File: src/rtl/step_motor_ctrl.sv
// step_motor_ctrl: command-driven 4-phase stepper sequencer with linear speed ramp and position tracking
module step_motor_ctrl #(
  parameter int CNT_W        = 22,
  parameter int STEP_W       = 16,
  parameter int POS_W        = 32,
  parameter int START_PERIOD = 200000,
  parameter int RAMP_DEC     = 1000
) (
  input  logic              clk,
  input  logic              rst_n,
  input  logic              cmd_valid,
  output logic              cmd_ready,
  input  logic              cmd_dir,
  input  logic              cmd_half,
  input  logic [STEP_W-1:0] cmd_steps,
  input  logic [CNT_W-1:0]  cmd_period,
  input  logic              stop,
  output logic [3:0]        out,
  output logic              busy,
  output logic              done,
  output logic [STEP_W-1:0] steps_left,
  output logic [POS_W-1:0]  pos
);
  typedef enum logic {IDLE, RUN} state_t;
  localparam logic [CNT_W-1:0] START = CNT_W'(START_PERIOD);
  localparam logic [31:0] TBL = {4'b1001, 4'b0001, 4'b0011, 4'b0010,
                                 4'b0110, 4'b0100, 4'b1100, 4'b1000};
  state_t             state_q;
  logic [2:0]         idx_q, idx_d;
  logic [3:0]         out_q;
  logic               done_q, dir_q, half_q, step;
  logic [STEP_W-1:0]  steps_q;
  logic [POS_W-1:0]   pos_q;
  logic [CNT_W-1:0]   cnt_q, cur_q, tgt_q, tgt_d, start_d, cur_d;
  logic [CNT_W:0]     dec_w;
  assign cmd_ready  = state_q == IDLE;
  assign busy       = state_q == RUN;
  assign done       = done_q;
  assign out        = out_q;
  assign steps_left = steps_q;
  assign pos        = pos_q;
  // next phase index, command target clamp and ramped period (saturating at the target)
  always_comb begin
    idx_d   = half_q ? (dir_q ? idx_q + 3'd1 : idx_q - 3'd1)
            : dir_q  ? {idx_q[2:1] + 2'd1, 1'b0}
            :          {idx_q[0] ? idx_q[2:1] : idx_q[2:1] - 2'd1, 1'b0};
    tgt_d   = cmd_period == '0 ? CNT_W'(1) : cmd_period;
    start_d = START > tgt_d ? START : tgt_d;
    dec_w   = {1'b0, cur_q} - (CNT_W+1)'(RAMP_DEC);
    cur_d   = (dec_w[CNT_W] || dec_w[CNT_W-1:0] < tgt_q) ? tgt_q : dec_w[CNT_W-1:0];
    step    = cnt_q == cur_q - CNT_W'(1);
  end
  // move FSM: accept commands in IDLE, time and issue steps in RUN
  always_ff @(posedge clk or negedge rst_n) begin
    if (!rst_n) begin
      state_q <= IDLE;
      idx_q   <= '0;
      out_q   <= 4'b1000;
      done_q  <= 1'b0;
      steps_q <= '0;
      pos_q   <= '0;
      cnt_q   <= '0;
      cur_q   <= START;
      tgt_q   <= START;
      dir_q   <= 1'b0;
      half_q  <= 1'b0;
    end else begin
      done_q <= 1'b0;
      if (state_q == IDLE) begin
        if (cmd_valid) begin
          dir_q   <= cmd_dir;
          half_q  <= cmd_half;
          tgt_q   <= tgt_d;
          steps_q <= cmd_steps;
          cnt_q   <= '0;
          cur_q   <= start_d;
          if (cmd_steps == '0) done_q <= 1'b1;
          else state_q <= RUN;
        end
      end else if (stop) begin
        state_q <= IDLE;
        steps_q <= '0;
        done_q  <= 1'b1;
      end else if (step) begin
        cnt_q   <= '0;
        idx_q   <= idx_d;
        out_q   <= TBL[{idx_d, 2'b00} +: 4];
        pos_q   <= pos_q + (dir_q ? POS_W'(1) : {POS_W{1'b1}});
        steps_q <= steps_q - STEP_W'(1);
        cur_q   <= cur_d;
        if (steps_q == STEP_W'(1)) begin
          state_q <= IDLE;
          done_q  <= 1'b1;
        end
      end else begin
        cnt_q <= cnt_q + CNT_W'(1);
      end
    end
  end
endmodule

File: config.mk
export PLATFORM = sky130hd
export DESIGN_NAME = step_motor_ctrl
export DESIGN_NICKNAME = d
export VERILOG_FILES = /design/src/rtl/step_motor_ctrl.sv
export SDC_FILE = /design/constraint.sdc
export NUM_CORES = 1
export LEC_CHECK = 0
export CORE_UTILIZATION = 30
export CTS_CLUSTER_SIZE = 30
export DETAILED_ROUTE_END_ITERATION = 16
export GPL_TIMING_DRIVEN = 0
export MAX_ROUTING_LAYER = met4
export SYNTH_ARGS = -nofsm -noshare
export SYNTH_HDL_FRONTEND = slang
export SYNTH_SLANG_ARGS = --single-unit
File: constraint.sdc
create_clock -name clk -period 9.2 [get_ports clk]
set_clock_uncertainty 0.2 [all_clocks]
set_input_delay 1.38 -clock clk [delete_from_list [all_inputs] [get_ports clk]]
set_output_delay 1.38 -clock clk [all_outputs]
set_load 0.005 [all_outputs]
Word-level counts from Yosys, hierarchy flattened
Index checks and enable logic that the tools add are counted.
- bits in registers: 125
- bits of input ports: 44
- output and inout bits: 55
- logic and storage cells: 71
- shift-type cells: 1
- bitwise operators: 2
- order comparisons: 2
- multiplexer cells: 32
- add/sub/neg operators: 9
- reductions and logical operators: 9
- equality and inequality tests: 5
- operators with widths (operator ; count):
    $mux 22 ; 11
    $mux 16 ; 4
    $add 32x32->32 ; 1
    $mux 32 ; 1
    $shiftx 32x6->4 const A ; 1
    $sub 22x10->23 const B ; 1
    $add 22x1->22 const B ; 1
    $eq 22x22->1 ; 1
    $gt 18x22->1 const A ; 1
    $logic_not 22->1 ; 1
    $lt 22x22->1 ; 1
    $sub 22x1->22 const B ; 1
    $eq 16x1->1 const B ; 1
    $logic_not 16->1 ; 1
    $sub 16x1->16 const B ; 1
    $mux 1 ; 12
    $mux 3 ; 3
    $reduce_and 2->1 ; 3
    $reduce_and 3->1 ; 2
    $add 3x1->3 const B ; 1
    $ne 3x2->1 const B ; 1
    $sub 3x1->3 const B ; 1
    $add 2x1->2 const B ; 1
    $mux 2 ; 1
    other kinds (6) ; 7

Logic depth before layout (Yosys ltp)
- word-level depth: 7
- mapped depth: 17
- mapped depth without buffers: 15

Worst setup path after synthesis
No wires, ideal clock.
- path kind: register -> register
- start: register cur_q[3]
- end: register cur_q[14]
- setup slack: 5146 ps
- buffers on the path: 2
- clock period less this slack: 4054 ps
- data required time: 8875 ps
- arrival time: 3729 ps
- setup time: 125 ps
- cell stages (with the launch flop): 18
- cells stage by stage: dfrtp_1 > buf_2 > inv_1 > ha_1 > nor2_1 > and2_0 > or4_1 > xnor2_1 > ha_1 > nand4_1 > a21oi_1 > a221oi_1 > o21ai_0 > a41oi_4 > buf_6 > mux2_2 > a22oi_1 > o21ai_1
- longest elaborated chain between the ends: 7
- elaborated cells on any way between the ends: 11
- classes of those cells: add/sub (2); order compare (1); eq/ne (2); mux (4); reduce/logical (2)
- RTL lines (what ; line ; RTL):
    from (decl) ; 34 ; logic [CNT_W-1:0] cnt_q, cur_q, tgt_q, tgt_d, start_d, cur_d;
    from (signal assigned) ; 76 ; cur_q <= start_d;
    from (signal assigned) ; 90 ; cur_q <= cur_d;
    $sub 22x10->23 ; 49 ; dec_w = {1'b0, cur_q} - (CNT_W+1)'(RAMP_DEC);
    $lt 22x22->1 ; 50 ; cur_d = (dec_w[CNT_W] || dec_w[CNT_W-1:0] < tgt_q) ? tgt_q : dec_w[CNT_W-1:0];
    $logic_or 1x1->1 ; 50 ;
    $mux 22 ; 50 ;
    $mux 22 ; 84 ; end else if (step) begin
    $mux 22 ; 80 ; end else if (stop) begin
    $mux 22 ; 69 ; if (state_q == IDLE) begin
Parallel ways exist; a longest one is shown, timed or not. The select of a mux whose other input is x is not followed.
A chain may end at the register's enable or synchronous reset.

Worst setup path in the final report
- start: register cur_q[3]
- end: register cur_q[13]
The elaborated chain is that of the path after synthesis.

==> key figures <==
Clocking
  • Clk sinks: approximately 130
  • Worst-path clk slew: roughly 60 ps
  • Clock tree from TritonCTS: yes
  • H-tree depth: 4
  • Setup bufs post-CTS: 0
  • Clock root buffer: clkbuf_16
  • Cts repair resizes: 0
  • Clk_lat worst skew: 430 ps
  • Max Buffers Root-to-Sink: 2
  • Cts bufs inserted: 17
  • Cts hold-fix bufs: 0

Placement
  • GP Congestion: around 0.88
  • DP Wirelength: between 15,000 and 20,000 um
  • # port buffers: slightly below 100

Synth
  • Synth Area in Adders: 0.08140
  • Synth Area in XOR/XNOR: 0.08951
  • Yosys cell types: 82
  • Post-synth top area cell: dfrtp_1
  • Post-synthesis net count: about 1.1k
  • Async set-reset flop share out of synthesis: 1.000
  • Mapped cell area: 9100 um^2
  • Top post-synthesis cells by area: dfrtp_1, ha_1, mux2_2
  • Synth Area in Compound Gates: 0.1826
  • Most instantiated library cell after synthesis: dfrtp_1
  • Seq/Total Area, Yosys: 0.3455
  • Main synth FF type: dfrtp_1
  • Syn. warnings: 0
  • Syn_area_per_cell: roughly 9 um^2
  • Synth cell count leaders: dfrtp_1, nand2_1, o21ai_0
  • Yosys top cell area share: 0.3080
  • Post-synthesis mux area share: 0.07782
  • Synth Area in Simple Gates: 0.1797
  • Main combinational cell family by area after synthesis: compound AO/OA/AOI/OAI gates
  • Number of synthesized flops with an enable pin: 0
  • FF+latch count, synth: ~130
  • Cells after synthesis: roughly 1.0k

Setup path
  • Worst-path cell chain: buf_2, inv_1, ha_1, nor2_1, and2_0, or4_1, xnor2_1, ha_1, nand4_1, a21oi_1, a221oi_1, o21ai_0, a41oi_4, buf_6, mux2_2, a22oi_1, o21ai_1
  • Critical path peak fanout: 10
  • Bufs and invs on worst path: 3
  • CP startpoint kind: flip-flop
  • Top cell family by delay on the critical path: compound AO/OA/AOI/OAI gates
  • CP required: between 9000 and 10,000 ps
  • Max incr delay on CP: about 570 ps
  • Worst Setup End Kind: flip-flop
  • CP Data Arrival Time: 5190 ps
  • Worst setup path category: flip-flop to flip-flop
  • Most numerous cell on the critical path: ha_1
  • Slowest CP cell: or4_1

Routing
  • Antenna viol nets, final: 0
  • Vias per cell: 5.304
  • Post-route DRC: 0
  • Initial drt markers: approximately 560
  • Pre-antenna DRT Iters: 5
  • Via count: roughly 8.1k
  • Final wirelength: about 26,000 um
  • Routed length per instance: around 17 um

Cells and area
  • Fillers: ~3.0k
  • Fin nets: 1,233
  • Area delta synth->final: 22.52%
  • Layout cells sized above 1: 0.1128
  • Final Core Density: 0.3752

Die
  • Initial Util: 0.3062
  • Die H: 176.2 um
  • Cell row count: between 60 and 70
  • Core area: slightly below 30,000 um^2
  • Num ports: 99
  • Die width: 176.2 um
  • Die area: approximately 31,000 um^2

Flow run
  • Max-cap viol count: 0

Timing
  • Fin crit share: 0.5534
  • RSZ-0062 raised after global routing: no
  • Fmax: between 150 and 200 MHz
  • Setup TNS: 0 ps
  • Rel. slew slack: 0.1611
  • Max-slew violation count: 0
  • # setup viols final: 0
  • Hold Violations, Final: 0
  • Tightest Pin Transition: 1257 ps
  • Min Tclk post-route: roughly 5100 ps

Global route
  • Largest net degree at the start of global routing: 88
  • All-Layer GR Usage: 0.1764
  • Vias in the first global route: ~8k
  • First-pass GRT wire length: roughly 42,000 um
  • Initial antenna violation count: 1
  • GRT overflow: 0

Power and ir drop
  • Total leakage power: approximately 4.9 nW
  • Pwr dens: 244.3 nW/um^2
  • Worst VDD drop: roughly 0.16 mV

Worst hold path
  • HP Class: flip-flop to flip-flop

Status
  • Status: completed
==> per-stage QoR <==
step / hold slack [ps] / worst slack [ps] / std cells / cell area, um^2 / total power [mW]
final: 307.9 / 4109 / 1535 / 11150 / 2.723
after global routing: 317.4 / 3888 / 1535 / 11150 / 2.911
after CTS: 308.4 / 4129 / 1534 / 11150 / 2.731
after detailed placement: 299.9 / 4154 / 1502 / 10590 / 2.065
after global placement: 299.2 / 1111 / 1501 / 10560 / 2.041
after floorplan: 267.7 / 5146 / 1014 / 9100 / 1.696
==> metal layers <==
layer | up-vias | global-route usage | part of all wire | wire length [um]
met2 | 228 | 0.2738 | 0.47 | 12170
met5 | - | - | 0 | 0
met3 | 50 | 0.03316 | 0.049 | 1278
li1 | 3894 | - | - | -
met1 | 3969 | 0.2200 | 0.44 | 11560
met4 | 0 | 0.08551 | 0.040 | 1033
==> worst paths after layout <==
path / start / endpoint / slack [ps] / cells after the start
hold / removal: pos[31] / pos[31] / 310 / 1
setup / recovery: cur_q[3] / cur_q[13] / 4110 / 17
setup reg to reg: cur_q[3] / cur_q[13] / 4110 / 17
min in group asynchronous: rst_n / tgt_q[20] / 670 / 1
hold reg to reg: pos[31] / pos[31] / 310 / 1
max in group asynchronous: rst_n / out[3] / 7330 / 2
==> cells by family (layout without fill, tap and decap cells) <==
| logic type | after synthesis | count (layout) |
|---|---|---|
| flops | 125 | 125 |
| compound gates | 260 | 260 |
| other cells | 0 | 1 |
| xor+xnor | 93 | 93 |
| buf+inv | 92 | 222 |
| mux | 65 | 65 |
| fa+ha+maj | 58 | 58 |
| simple gates | 321 | 321 |
==> power by group <==
group | switching [mW] | internal [mW]
clock network | 0.250 | 0.399
logic | 0.726 | 0.570
registers | 0.121 | 0.657
total | 1.10 | 1.63
==> final cells by class <==
type	instances	area (um^2)	area share
timing repair buffer	98	999.7	0.08966
clock inverter	6	60.06	0.005387
multi-input combinational	797	5560	0.4987
clock buffer	26	499.2	0.04478
inverter	53	198.9	0.01784
buffer	39	196.4	0.01762
tap	390	488.0	0.04377
sequential	125	3144	0.2820
antenna	1	2.502	0.0002244
==> state kept, by name (all words and copies together), names as in the netlist, 3 cells and up <==
name and count:
steps_left 16, cur_q 22, tgt_q 22, pos 32, out 4, cnt_q 22, idx_q 3
==> worst register-to-register path: cells and delay by family, from the launching register on <==
family          cells  cell delay [ps]
flops               1              350
simple gates        4             1160
mux                 1              350
buf+inv             3              590
xor+xnor            1              220
compound gates      6             1490
fa+ha+maj           2              640
==> placed cells by master (no fill, tap or decap), types with 6 or more instances in the layout <==
cell type	synthesis	routed
a211oi_1	10	10
a21o_1	17	17
a21oi_1	49	49
a22oi_1	11	11
a31oi_1	13	13
a32oi_1	7	7
and3_1	7	7
buf_2	9	9
clkbuf_1	21	26
clkbuf_16	0	17
clkdlybuf4s50_1	0	96
dfrtp_1	112	112
dfstp_2	13	13
ha_1	56	56
inv_1	53	53
mux2_2	44	44
mux2i_1	19	19
nand2_1	107	107
nand3_1	22	22
nand4_1	13	13
nor2_1	72	72
nor2b_1	11	11
nor3_1	21	21
nor4_1	13	13
o21a_1	6	6
o21ai_0	89	89
o21ai_1	10	10
o22ai_1	6	6
or3_1	13	13
xnor2_1	51	51
xor2_1	42	42
Power figures use the tool's default switching activity.
